`config.mk`:
```
export PLATFORM = sky130hd
export DESIGN_NAME = opb_spi_arbiter
export DESIGN_NICKNAME = d
export VERILOG_FILES = /design/src/rtl/opb_spi_arbiter.sv
export SDC_FILE = /design/constraint.sdc
export NUM_CORES = 1
export LEC_CHECK = 0
export ABC_AREA = 1
export BUFFER_PORTS_ARGS = -buffer_cell sky130_fd_sc_hd__buf_2
export CAP_MARGIN = 40
export CORE_MARGIN = 3
export CORE_UTILIZATION = 30
export CTS_BUF_LIST = sky130_fd_sc_hd__clkbuf_8
export CTS_CLUSTER_SIZE = 30
export DETAILED_ROUTE_END_ITERATION = 7
export SLEW_MARGIN = 20
export SYNTH_ARGS = -nofsm -noshare
export SYNTH_HDL_FRONTEND = slang
export SYNTH_SLANG_ARGS = --single-unit
```
`constraint.sdc`:
```
create_clock -name opb_clk -period 1.9 [get_ports opb_clk]
set_input_delay 0.19 -clock opb_clk [delete_from_list [all_inputs] [get_ports opb_clk]]
set_output_delay 0.19 -clock opb_clk [all_outputs]
set_load 0.005 [all_outputs]
```
`src/rtl/opb_spi_arbiter.sv`:
```
// opb_spi_arbiter: two-requester round-robin master arbiter in front of the SPI OPB slave port.
// Drives one OPB transfer at a time, returns read data or a timeout error, then enforces a
// recovery gap (HOLD) so a slave that keeps xferack asserted cannot complete the next transfer.
module opb_spi_arbiter #(
  parameter int unsigned TIMEOUT = 16,
  parameter int unsigned HOLDOFF = 3
) (
  input  logic        opb_clk,
  input  logic        reset_n,
  input  logic [1:0]  req,
  input  logic [1:0]  req_rnw,
  input  logic [31:0] req_addr,
  input  logic [63:0] req_wdata,
  output logic [1:0]  gnt,
  output logic [1:0]  done,
  output logic [1:0]  err,
  output logic [31:0] rdata,
  output logic        busy,
  output logic        opb_select,
  output logic        opb_rnw,
  output logic [15:0] opb_abus,
  output logic [31:0] opb_dbus,
  input  logic [31:0] sl_dbus,
  input  logic        sl_xferack
);

  localparam int unsigned TW = $clog2(TIMEOUT) + 1;
  localparam int unsigned HW = $clog2(HOLDOFF + 1) + 1;

  localparam logic [1:0] IDLE = 2'd0;
  localparam logic [1:0] XFER = 2'd1;
  localparam logic [1:0] HOLD = 2'd2;

  localparam logic [TW-1:0] TimerLast = TW'(TIMEOUT - 1);
  // hold_q counts HOLD edges already spent; the HOLDOFF-th edge may exit.
  localparam logic [HW-1:0] HoldLast  = HW'(HOLDOFF - 1);

  logic [1:0]    state_q, state_d;
  logic [TW-1:0] timer_q, timer_d;
  logic [HW-1:0] hold_q, hold_d;
  logic          last_q, last_d;
  logic [1:0]    gnt_q, gnt_d;
  logic [1:0]    done_q, done_d;
  logic [1:0]    err_q, err_d;
  logic [31:0]   rdata_q, rdata_d;
  logic          sel_q, sel_d;
  logic          rnw_q, rnw_d;
  logic [15:0]   abus_q, abus_d;
  logic [31:0]   dbus_q, dbus_d;

  // m1 wins when it requests alone, or when both request and m0 was served last.
  logic pick_m1;
  assign pick_m1 = req[1] & (~req[0] | ~last_q);

  // Next-state logic for the IDLE -> XFER -> HOLD -> IDLE sequence.
  always_comb begin
    state_d = state_q;
    timer_d = timer_q;
    hold_d  = hold_q;
    last_d  = last_q;
    gnt_d   = gnt_q;
    done_d  = 2'b00;
    err_d   = 2'b00;
    rdata_d = rdata_q;
    sel_d   = sel_q;
    rnw_d   = rnw_q;
    abus_d  = abus_q;
    dbus_d  = dbus_q;
    case (state_q)
      IDLE: begin
        if (|req) begin
          state_d = XFER;
          gnt_d   = pick_m1 ? 2'b10 : 2'b01;
          sel_d   = 1'b1;
          rnw_d   = req_rnw[pick_m1];
          abus_d  = pick_m1 ? req_addr[31:16] : req_addr[15:0];
          dbus_d  = pick_m1 ? req_wdata[63:32] : req_wdata[31:0];
          timer_d = '0;
        end
      end
      XFER: begin
        if (sl_xferack) begin
          if (rnw_q) rdata_d = sl_dbus;
          done_d  = gnt_q;
          sel_d   = 1'b0;
          hold_d  = '0;
          state_d = HOLD;
        end else if (timer_q == TimerLast) begin
          done_d  = gnt_q;
          err_d   = gnt_q;
          sel_d   = 1'b0;
          hold_d  = '0;
          state_d = HOLD;
        end else begin
          timer_d = timer_q + TW'(1);
        end
      end
      HOLD: begin
        if ((hold_q >= HoldLast) && !sl_xferack) begin
          gnt_d   = 2'b00;
          last_d  = gnt_q[1];
          rnw_d   = 1'b0;
          abus_d  = '0;
          dbus_d  = '0;
          state_d = IDLE;
        end else if (hold_q < HoldLast) begin
          hold_d = hold_q + HW'(1);
        end
      end
      default: state_d = IDLE;
    endcase
  end

  // State registers; reset clears everything and biases the first grant to m0.
  always_ff @(posedge opb_clk or negedge reset_n) begin
    if (!reset_n) begin
      state_q <= IDLE;
      timer_q <= '0;
      hold_q  <= '0;
      last_q  <= 1'b1;
      gnt_q   <= 2'b00;
      done_q  <= 2'b00;
      err_q   <= 2'b00;
      rdata_q <= '0;
      sel_q   <= 1'b0;
      rnw_q   <= 1'b0;
      abus_q  <= '0;
      dbus_q  <= '0;
    end else begin
      state_q <= state_d;
      timer_q <= timer_d;
      hold_q  <= hold_d;
      last_q  <= last_d;
      gnt_q   <= gnt_d;
      done_q  <= done_d;
      err_q   <= err_d;
      rdata_q <= rdata_d;
      sel_q   <= sel_d;
      rnw_q   <= rnw_d;
      abus_q  <= abus_d;
      dbus_q  <= dbus_d;
    end
  end

  assign gnt        = gnt_q;
  assign done       = done_q;
  assign err        = err_q;
  assign rdata      = rdata_q;
  assign busy       = (state_q != IDLE);
  assign opb_select = sel_q;
  assign opb_rnw    = rnw_q;
  assign opb_abus   = abus_q;
  assign opb_dbus   = dbus_q;

endmodule

```
# Word-level counts from Yosys, hierarchy flattened
# Index checks and enable logic that the tools add are counted.
[totals] regBits=99 input_bits=135 output_inout_bits=89 wordCells=85
[op_classes] addsub=2 order_cmp=3 n_eq_ne=10 muxes=39 bitwise_logic=4 reduce_logical=15
[ops] op="$mux 32" count=3
[ops] op="$pmux 32 s2" count=1
[ops] op="$mux 16" count=3
[ops] op="$pmux 16 s2" count=1
[ops] op="$mux 2" count=11
[ops] op="$mux 5" count=3
[ops] op="$mux 3" count=4
[ops] op="$ne 2x2->1 const B" count=6
[ops] op="$reduce_and 3->1" count=4
[ops] op="$pmux 5 s2" count=1
[ops] op="$reduce_and 4->1" count=2
[ops] op="$reduce_bool 2->1" count=4
[ops] op="$mux 1" count=7
[ops] op="$pmux 2 s3" count=1
[ops] op="$pmux 3 s2" count=1
[ops] op="$add 5x1->5 const B" count=1
[ops] op="$eq 5x4->1 const B" count=1
[ops] op="$pmux 1 s2" count=2
[ops] op="$pmux 2 s2" count=1
[ops] op="$add 3x1->3 const B" count=1
[ops] op="$ge 3x2->1 const B" count=1
[ops] op="$lt 3x2->1 const B" count=1
[ops] op="$ne 3x3->1 const B" count=1
[ops] op="$eq 2x1->1 const B" count=1
[ops] op="other kinds (10)" count=11

# Depth between registers and ports, before layout
# Gate-level depths: netlist (run 1).
[logic_depth] word_depth=7 depth_mapped=10 ltp_nobuf=10

# Least setup slack after synthesis (run 1)
# No wires, ideal clock.
[synth_timing] path_type="register to register" from="reg timer_q[0]" to="reg timer_q[3]" arrival_time_ns=1.311 required_ns=1.781 slack_ns=0.470 path_stages_with_launch=11 synth_period_minus_slack_ns=1.430 cell_sequence="dfrtp_1 -> ha_1 -> nand2_1 -> nor2_1 -> ha_1 -> inv_1 -> nand2_1 -> nor2_1 -> nand3_1 -> nand2_1 -> nor2_1"
[synth_between] elab_chain_len=4
[synth_rtl] element="start, declared" line="39" rtl="logic [TW-1:0] timer_q, timer_d;"
[synth_rtl] element="start signal, assigned" line="131" rtl="timer_q <= timer_d;"
[synth_rtl] element="$add 5x1->5" line="95" rtl="timer_d = timer_q + TW'(1);"
[synth_rtl] element="$mux 5" line="88" rtl="end else if (timer_q == TimerLast) begin"
[synth_rtl] element="$mux 5" line="82" rtl="if (sl_xferack) begin"
[synth_rtl] element="$pmux 5 s2" line="69" rtl="case (state_q)"
# Several ways; a longest one is shown, not always the timed one. The select of a mux whose other input is x is not followed.
# A chain may end at the register's enable or synchronous reset.

# Worst setup path in the final report (run 1)
# Ends and elaborated chain as after synthesis.

==> summary.txt, run 1 <==
Layout
  • Util after Layout: 41.1%
  • Fin nets: 957
  • Area of the multi-input gates: 2000 µm²
  • Seq. cell area: 2480 µm²
  • Fill cell count: 1622
  • Share of post-route cells with drive strength above 1: 32.1%
  • Area growth syn-to-layout: 31.4%
  • Ant diodes: 0

Pwr
  • Lkg Pwr: 0.00369 µW
  • Sw Ratio: 41.1%
  • Clk pwr share: 14.4%
  • Worst vdd ir: 0.520 mV
  • Internal Power: 5000 µW
  • Power per cell area: 1330 nW/µm²
  • Sequential share of power: 41.0%
  • Combinational Power Share: 44.6%
  • Net Sw Power: 3490 µW

STA
  • Slew HR: 62.1%
  • Setup TNS Final: 0 ps
  • RSZ-0062 raised after global routing: no
  • Crit path time final: 1570 ps
  • Final setup violation count: 0
  • Final Hold Fails: 0
  • Tightest Pin Transition: 568 ps
  • Final Slew Violations: 0
  • Final worst-path cycle share: 82.8%
  • Max Clk Rate: 635 MHz
  • Final Skew: 12.9 ps

Clock network
  • Root Buffer: clkbuf_8
  • Clock sink count: 99
  • Post-CTS Setup Inserts: 0
  • Max clock buf depth: 2
  • H-tree depth: 3
  • CTS tree: built
  • Clk_lat worst skew: 380 ps
  • Reg clk slew, reported paths: 90 ps
  • Total CTS buffers: 9

Synthesis
  • Sequential fraction of the synthesis area: 51.0%
  • Largest family of logic cells by synthesized area: simple AND/OR/NAND/NOR gates
  • Synth Area in Simple Gates: 35.5%
  • Synth top area share: 50.4%
  • Syn_area_per_cell: 7.87 µm²
  • Total number of yosys warnings: 0
  • Mapped cell area: 4860 µm²
  • Prevailing post-synth register cell: dfrtp_1
  • Mapped Nets: 756
  • Flops & latches, synth: 99
  • Post-Synth Adder-Cell Area: 0.772%
  • Async set-reset flop share out of synthesis: 100%
  • Mux cell area share after synthesis: 0%
  • Ranking of synthesized cells by area: dfrtp_1 50%, nand2_1 16%, nand3_1 11%
  • Xor-xnor portion of the synthesized cell area: 0%
  • Complex-gate fraction of the synthesized area: 4.43%
  • Syn Inst Count: 618
  • EDFF count, synth: 0
  • Synth cell types: 27
  • Area leader, netlist: dfrtp_1

Outcome
  • Status: finished clean

Detailed routing
  • Drt pass-1 iters: 5
  • Avg WL per Cell: 14.5 µm
  • Vias: 4863
  • Post-DR vias/cell: 4.70
  • DRC Markers: 0
  • Post-Route WL: 15.0 mm
  • Starting DRC count in detailed routing: 182
  • Routed Antenna Nets: 0

Worst setup path
  • Critical path cell sequence: ha_1 > nand2_1 > nor2_1 > ha_1 > inv_1 > nand2_1 > nor2_1 > nand3_1 > nand2_1 > nor2_1
  • Endpoint class of the critical path: register
  • Crit path max fanout: 4
  • Crit path kind: register to register
  • WP data required: 2170 ps
  • CP max stage delay: 420 ps
  • Startpoint types: register
  • Crit-path slowest cell: dfrtp_1
  • Crit path DAT: 1840 ps

Place
  • Buffers added on ports: 223
  • GP Congestion: 0.797
  • DP HPWL: 10.6 mm

Global routing
  • Total grt overflow: 0
  • Gr usage total: 16.8%
  • Number of global-route vias before repair: 4667
  • Largest net degree at the start of global routing: 68
  • Initial antenna violation count: 1
  • First-pass GRT wire length: 24.0 mm

Die
  • Die footprint: 17800 µm²
  • Initial core utilization: 31.3%
  • Die Width: 133 µm
  • Core area: 15500 µm²
  • Row cnt: 45
  • Die height: 133 µm
  • IO Pins: 224

Min path
  • Min-delay worst type: input port to register

Job
  • Max Cap Violations: 0
## path summary, 6_finish.rpt
| kind | startpoint | end | slack, ps | depth (start not counted) |
|---|---|---|---|---|
| worst max-delay path | timer_q[0] | timer_q[3] | 330 | 10 |
| min in group asynchronous | reset_n | hold_q[0] | 320 | 2 |
| worst min-delay path | sl_dbus[14] | rdata[14] | 40 | 3 |
| max in group asynchronous | reset_n | opb_abus[6] | 1020 | 3 |
| worst min register to register | rdata[14] | rdata[14] | 490 | 2 |
| worst max register to register | timer_q[0] | timer_q[3] | 330 | 10 |
## cell usage after synthesis, types with 3 or more instances
cell type,n
nand3_1,107
o21ai_1,32
nor2_1,10
ha_1,3
o21ai_0,6
buf_4,6
inv_1,44
nand4_1,49
nand2_1,205
buf_2,23
buf_1,6
clkbuf_1,12
dfrtp_1,98
## cell type report
type	count	area share, %
inverters	45	2.64
well taps	211	4.13
repair buffers	239	20.6
clock buffers	9	1.94
multi-input cells	425	31.3
flip-flops and latches	99	38.8
clock inverters	6	0.646
## per-layer routing
metal	GRT usage, %	wire length [µm]	part of all wire [%]
met3	5.74	1410	9.4
met5	0	7	0.047
met2	25.6	6520	44
met4	4.23	172	1.1
met1	23.1	6860	46
## registers in the layout, indices dropped and copies added (netlist names)
register / cells
done: 2
err: 2
gnt: 2
hold_q: 3
last_q: 1
opb_abus: 16
opb_dbus: 32
opb_rnw: 1
opb_select: 1
rdata: 32
state_q: 2
timer_q: 5
## logic make-up (layout without fill, tap and decap cells)
group / after synthesis / after routing
buf+inv: 94 / 299
compound gates: 42 / 42
flops: 99 / 99
simple gates: 380 / 380
fa+ha+maj: 3 / 3
## through the flow
| stage | worst slack (ps) | cells | hold WS, ps | total power (µW) | area [µm²] |
|---|---|---|---|---|---|
| floorplan | 470 | 618 | -106 | 5710 | 4860 |
| global placement | 365 | 1018 | 202 | 7320 | 6220 |
| detailed placement | 330 | 1018 | 205 | 7370 | 6220 |
| CTS | 319 | 1034 | 14.3 | 8640 | 6390 |
| global route | 197 | 1034 | 25.1 | 9300 | 6390 |
| finish | 326 | 1034 | 43.3 | 8490 | 6390 |
## cell usage in the layout (no fill, tap or decap)
cell type,instances
a21oi_1,2
buf_12,6
buf_2,222
buf_4,10
clkbuf_8,9
clkinv_2,2
clkinvlp_4,3
dfrtp_1,98
dfstp_2,1
dlygate4sd3_1,1
ha_1,3
inv_1,44
inv_2,1
inv_6,1
nand2_1,202
nand2_2,3
nand2_4,1
nand3_1,107
nand3_2,1
nand3_4,1
nand4_1,49
nor2_1,10
nor2_2,1
nor2_4,1
nor3_1,1
nor3b_1,1
nor4_1,2
o21ai_0,6
o21ai_1,32
o21ai_4,1
o22ai_1,1
## what timing repair did
item                      in CTS  in global routing
hold buffers                   1                  0
gates resized for setup        0                  0
hold endpoints to repair      33                  0
## critical path: cells and delay by family (launching register included)
kind | cells | cell delay (ps)
fa+ha+maj | 2 | 400
buf+inv | 1 | 90
flops | 1 | 420
simple gates | 7 | 560
## power groups by stage
stage | sequential (µW) | combinational, µW | clock [µW]
3_5_place_dp | 3510 | 3860 | 0
2_1_floorplan | 3550 | 2160 | 0
6_report | 3480 | 3790 | 1230
4_1_cts | 3490 | 3860 | 1300
5_1_grt | 3600 | 4310 | 1380
3_3_place_gp | 3510 | 3810 | 0
Note: power is estimated with default switching activity, not from simulation.
==> run 2, diff against run 1 <==
- clock period: 1.9 -> 1.45 ns (I/O delays scaled with it)
==> run 2 against run 1 <==
The run now ends with setup timing left. Highest routed layer is now met4. Combinational power is 46% higher. Fmax is 7.5% higher. Via count is 3.1% higher. Largest cell class unchanged. Die area stayed put. Critical endpoint unchanged.
==> summary.txt, run 2 (synthesis gave the netlist of run 1 again) <==
Layout
  • Area growth syn-to-layout: 42.9%
  • Fin nets: 995 (+4.0%)
  • Finished layout cell area: 6950 µm² (+8.7%)
  • Ant diodes: 0 (unchanged)
  • Share of post-route cells with drive strength above 1: 35.3% (+3.2 points)
  • Commonest non-fill, non-tap cell in the layout: buf_2
  • Commonest non-fill, non-tap cells in the layout: 222 x buf_2, 196 x nand2_1, 105 x nand3_1
  • Fill cell count: 1563 (-3.6%)

Place
  • Area post-placement: 6350 µm² (+2.2%)
  • DP HPWL: 11.0 mm (+4.4%)
  • GP Congestion: 0.787 (-1.3%)
  • Worst slack, placed: -77.0 ps (-407 ps)
  • Buffers added on ports: 223 (unchanged)

Clock network
  • H-tree depth: 3 (unchanged)
  • Clk_lat worst skew: 360 ps (-20 ps)
  • Clock sink count: 99 (unchanged)
  • Total CTS buffers: 9 (unchanged)
  • Max clock buf depth: 2 (unchanged)
  • Root Buffer: clkbuf_8
  • Reg clk slew, reported paths: 90 ps (about the same)
  • CTS tree: built

Global routing
  • Largest net degree at the start of global routing: 65 (-4.4%)
  • Number of global-route vias before repair: 4747 (+1.7%)
  • First-pass GRT wire length: 25.0 mm (+4.5%)
  • Gr usage total: 17.4% (+0.59 points)
  • Initial antenna violation count: 0 (-1)
  • Total grt overflow: 0 (unchanged)

Worst setup path
  • Worst path most repeated cell: ha_2
  • Crit-path slowest cell: dfrtp_1
  • Crit path DAT: 1720 ps (-120 ps)
  • Stages on worst setup path: 10 (unchanged)
  • Worst r2r src: timer_q[0]
  • Crit path kind: register to register
  • CP max stage delay: 400 ps (-20 ps)
  • FF-to-FF End: timer_q[3]
  • WP data required: 1710 ps (-460 ps)
  • Startpoint types: register
  • Endpoint class of the critical path: register
  • Crit path max fanout: 3 (-1)
  • Crit path max-delay family: simple AND/OR/NAND/NOR gates
  • Reg2reg setup slack: -10 ps (-340 ps)
  • FF-to-FF path depth: 10 (unchanged)
  • Worst Setup EP: timer_q[3]
  • Buf+Inv Stages, Crit Path: 1 (unchanged)
  • Critical path cell sequence: ha_2 > nand2_2 > nor2_2 > ha_2 > inv_2 > nand2_4 > nor2_4 > nand3_1 > nand2_1 > nor2_1
  • Crit path from: timer_q[0]

Detailed routing
  • Avg WL per Cell: 14.6 µm (+0.91%)
  • Post-DR vias/cell: 4.68 (-0.55%)
  • Drt pass-1 iters: 5 (unchanged)
  • Starting DRC count in detailed routing: 208 (+14%)
  • Routed Antenna Nets: 0 (unchanged)
  • DRC Markers: 0 (unchanged)
  • Vias: 5014 (+3.1%)
  • Post-Route WL: 15.7 mm (+4.6%)

STA
  • Fin Hold WS: 24.6 ps (-18.7 ps)
  • Final Slew Violations: 0 (unchanged)
  • RSZ-0062 raised after global routing: yes
  • Slew HR: 72.6% (+10 points)
  • Final setup violation count: 2 (+2)
  • Final worst-path cycle share: 101% (+18 points)
  • Worst Setup Slack, final: -14.2 ps (-340 ps)
  • Final Hold Fails: 0 (unchanged)
  • Setup TNS Final: -16.7 ps (-16.7 ps)
  • Max Clk Rate: 683 MHz (+7.5%)
  • Crit path time final: 1460 ps (-110 ps)
  • Final Skew: 5.61 ps (-7.30 ps)
  • Tightest Pin Transition: 411 ps (-157 ps)

Outcome
  • Failing checks: setup timing
  • Status: finished, violations left

Die
  • IO Pins: 224 (unchanged)
  • Die footprint: 17800 µm² (unchanged)
  • Core area: 15500 µm² (unchanged)
  • Row cnt: 45 (unchanged)
  • Die Width: 133 µm (unchanged)
  • Initial core utilization: 31.3% (unchanged)
  • Die height: 133 µm (unchanged)

Pwr
  • Lkg Pwr: 0.00393 µW (+6.6%)
  • Power per cell area: 1730 nW/µm² (+30%)
  • Pwr Total: 12000 µW (+41%)
  • Worst vdd ir: 0.779 mV (+50%)

Min path
  • Min-delay worst type: input port to register
  • Hold-critical path depth: 3 (unchanged)

Job
  • Max Cap Violations: 0 (unchanged)
[run 2: cell types whose count changed in the layout (fill, tap and decap cells not counted), moves of 3 or more]
cell           previous run  this run
dlygate4sd3_1             1        23
clkbuf_8                  9        12
o21ai_0                   6         2
nor2_1                   10         5
nor2_4                    1         5
o21ai_2                   0         3
nand2_1                 202       196
buf_6                     0         4
buf_4                    10        20
nand2_4                   1         5
[run 2: metal layers]
layer  GRT usage [%]  vias up  wire (µm)
met2            26.9      202       7100
met4            4.86        0        165
met3            4.04       11       1340
met5               0        -          0
li1                -     2511          -
met1            24.6     2290       7060
[run 2: through the flow]
stage | utilization, % | cells
3_5_place_dp | 40.9 | 1033
4_1_cts | 44.0 | 1071
5_1_grt | 44.7 | 1072
3_3_place_gp | 40.9 | 1033
2_1_floorplan | - | 618
6_report | 44.7 | 1072
[run 2: tightest hold or removal path, stage by stage]
cell and delay [ps]:
buf_2 100, inv_1 40, o21ai_1 60
[run 2: what timing repair did]
item,4_1_cts,5_1_grt
hold endpoints to repair,66,0
setup buffers,1,2
hold buffers,23,0
setup endpoints to repair,31,99
resized for setup,17,25
pin swaps,3,11
[run 2: cell type report]
class	instances	area (µm²)	area share, %
well taps	211	264	3.80
clock buffers	12	165	2.38
inverters	45	169	2.43
clock inverters	3	46.3	0.666
repair buffers	277	1700	24.4
flip-flops and latches	99	2480	35.7
multi-input cells	425	2130	30.6
[run 2: how the worst min path moves through the flow]
| stage | from | end | slack (ps) |
|---|---|---|---|
| final | sl_dbus[28] | rdata[28] | 20 |
| after global routing | sl_dbus[7] | rdata[7] | 8 |
| after detailed placement | reset_n | opb_dbus[14] | 90 |
| after CTS | sl_dbus[7] | rdata[7] | 2 |
| after global placement | reset_n | opb_dbus[14] | 90 |
| after floorplan | reset_n | done[0] | -150 |
[run 2: power by group]
group	switching [µW]	internal, µW
Combinational	3150	2380
Clock	946	934
Sequential	676	3920
Total	4770	7230
==> run 3, diff against run 2 <==
- PLACE_DENSITY: not set -> 0.58
==> run 3 against run 2 <==
The run now ends clean. Count of clock-buffer cells in the layout down 3. First-iteration DRC count down 7.7%. Worst hold slack better by 58 ps. Clock skew up 6.2 ps. Non-clock buffer count up 11. Register-to-register slack better by 20 ps. Critical endpoint unchanged.
==> summary.txt, run 3 (synthesis gave the netlist of run 1 again) <==
Global routing
  • Largest net degree at the start of global routing: 65 (unchanged)
  • Initial antenna violation count: 0 (unchanged)
  • Number of global-route vias before repair: 4860 (+2.4%)
  • Total grt overflow: 0 (unchanged)
  • First-pass GRT wire length: 24.8 mm (-0.88%)
  • Gr usage total: 17.2% (-0.16 points)

Clock network
  • Total CTS buffers: 9 (unchanged)
  • Clk_lat worst skew: 370 ps (about the same)
  • H-tree depth: 3 (unchanged)
  • CTS tree: built
  • Clock sink count: 99 (unchanged)
  • Root Buffer: clkbuf_8
  • Max clock buf depth: 2 (unchanged)
  • Reg clk slew, reported paths: 100 ps (about the same)

STA
  • Final Slew Violations: 0 (unchanged)
  • Worst Setup Slack, final: 3.32 ps (+17.5 ps)
  • RSZ-0062 raised after global routing: yes
  • Final setup violation count: 0 (-2)
  • Tightest Pin Transition: 461 ps (+50.1 ps)
  • Slew HR: 69.2% (-3.3 points)
  • Max Clk Rate: 691 MHz (+1.2%)
  • Final worst-path cycle share: 99.8% (-1.2 points)
  • Final Hold Fails: 0 (unchanged)
  • Crit path time final: 1450 ps (-17.5 ps)
  • Fin Hold WS: 82.6 ps (+58.0 ps)
  • Final Skew: 11.8 ps (+6.18 ps)

Worst setup path
  • Worst path most repeated cell: nor2_4
  • WP data required: 1720 ps (about the same)
  • Crit path max fanout: 3 (unchanged)
  • Buf+Inv Stages, Crit Path: 1 (unchanged)
  • Crit path max-delay family: simple AND/OR/NAND/NOR gates
  • Crit-path slowest cell: dfrtp_1
  • Crit path kind: register to register
  • Critical path cell sequence: ha_2 > nand2_2 > nor2_4 > ha_4 > inv_4 > nand2_4 > nor2_4 > nand3_2 > nand2_1 > nor2_1
  • Crit path DAT: 1720 ps (about the same)
  • Startpoint types: register
  • CP max stage delay: 400 ps (about the same)
  • Endpoint class of the critical path: register

Detailed routing
  • M1 wire length: 7.26 mm (+2.9%)
  • Drt pass-1 iters: 4 (-1)
  • Routed Antenna Nets: 0 (unchanged)
  • Starting DRC count in detailed routing: 192 (-7.7%)
  • DR top layer: met4
  • DRC Markers: 0 (unchanged)
  • Vias: 5026 (+0.24%)
  • Met3 WL post-DR: 1.23 mm (-7.9%)
  • Post-DR vias/cell: 4.64 (-0.87%)
  • Routed met2 length: 7.14 mm (+0.63%)
  • Post-Route WL: 15.8 mm (+0.91%)
  • Avg WL per Cell: 14.6 µm (-0.20%)

Die
  • IO Pins: 224 (unchanged)
  • Core area: 15500 µm² (unchanged)
  • Row cnt: 45 (unchanged)
  • Die Width: 133 µm (unchanged)
  • Die footprint: 17800 µm² (unchanged)
  • Initial core utilization: 31.3% (unchanged)
  • Die height: 133 µm (unchanged)

Min path
  • Min-delay worst type: input port to register

Place
  • Buffers added on ports: 223 (unchanged)
  • GP Congestion: 0.823 (+4.6%)
  • Worst slack, placed: -126 ps (-49.3 ps)
  • DP HPWL: 11.1 mm (+0.17%)

Layout
  • Commonest non-fill, non-tap cells in the layout: 222 x buf_2, 195 x nand2_1, 105 x nand3_1
  • Area growth syn-to-layout: 45.1%
  • Fin nets: 1006 (+1.1%)
  • Seq. cell area: 2480 µm² (unchanged)
  • Area of the multi-input gates: 2110 µm² (-0.71%)
  • Fill cell count: 1549 (-0.90%)
  • Ant diodes: 0 (unchanged)
  • Commonest non-fill, non-tap cell in the layout: buf_2
  • Share of post-route cells with drive strength above 1: 34.6% (-0.71 points)

Pwr
  • Lkg Pwr: 0.00397 µW (+1.0%)
  • Power per cell area: 1710 nW/µm² (-0.76%)
  • Worst vdd ir: 0.641 mV (-18%)

Outcome
  • Status: finished clean

Job
  • Max Cap Violations: 0 (unchanged)
-- run 3: changes by cell type in the layout (fill, tap and decap cells not counted), moves of 2 or more --
cell,before,now
buf_6,4,7
clkbuf_8,12,9
dlygate4sd3_1,23,33
o21ai_1,33,35
o21ai_2,3,0
-- run 3: through the flow --
step	cell area (µm²)	util (%)	total power (µW)	std cells	setup TNS (ps)
after floorplan	4860	-	7490	618	0
after global placement	6340	40.8	9850	1033	-69.6
after detailed placement	6340	40.8	9900	1033	-704
after CTS	6940	44.6	12100	1082	-18.3
after global routing	7060	45.4	13200	1084	-272
final	7060	45.4	12100	1084	0
-- run 3: where the power goes --
| part | switching, µW | internal [µW] | total [µW] |
|---|---|---|---|
| logic | 3140 | 2360 | 5510 |
| registers | 669 | 3920 | 4590 |
| clock network | 1010 | 987 | 2000 |
| total | 4820 | 7270 | 12100 |
-- run 3: path summary, 6_finish.rpt --
check / start / endpoint / slack, ps / cells past startpoint
max: timer_q[1] / timer_q[3] / 3 / 10
max reg2reg: timer_q[1] / timer_q[3] / 3 / 10
min: req_wdata[27] / opb_dbus[27] / 80 / 5
min in group asynchronous: reset_n / rdata[1] / 270 / 2
min reg2reg: rdata[18] / rdata[18] / 490 / 2
max in group asynchronous: reset_n / last_q / 580 / 3
-- run 3: layer usage --
metal,global-route usage [%],vias up
li1,-,2540
met1,23.3,2292
met2,27.2,182
met3,4.68,12
met4,5.14,0
met5,0,-
-- run 3: cell type report --
cell class	instances	share of cell area [%]
clock buffer	9	1.76
clock inverter	7	1.42
timing repair buffer	288	25.6
multi-input combinational	425	29.9
tap	211	3.74
inverter	45	2.43
sequential	99	35.2
-- run 3: what timing repair did --
action,4_1_cts,5_1_grt
resized for setup,14,27
hold endpoints to repair,60,0
setup buffers,0,2
pin swaps,3,4
setup endpoints to repair,23,63
hold buffers,33,0
-- run 3: worst min-delay path, cell delays in order --
cell and delay [ps]:
buf_2 70, nand3_1 60, nand2_1 60, nand2_1 40
nand2_1 40
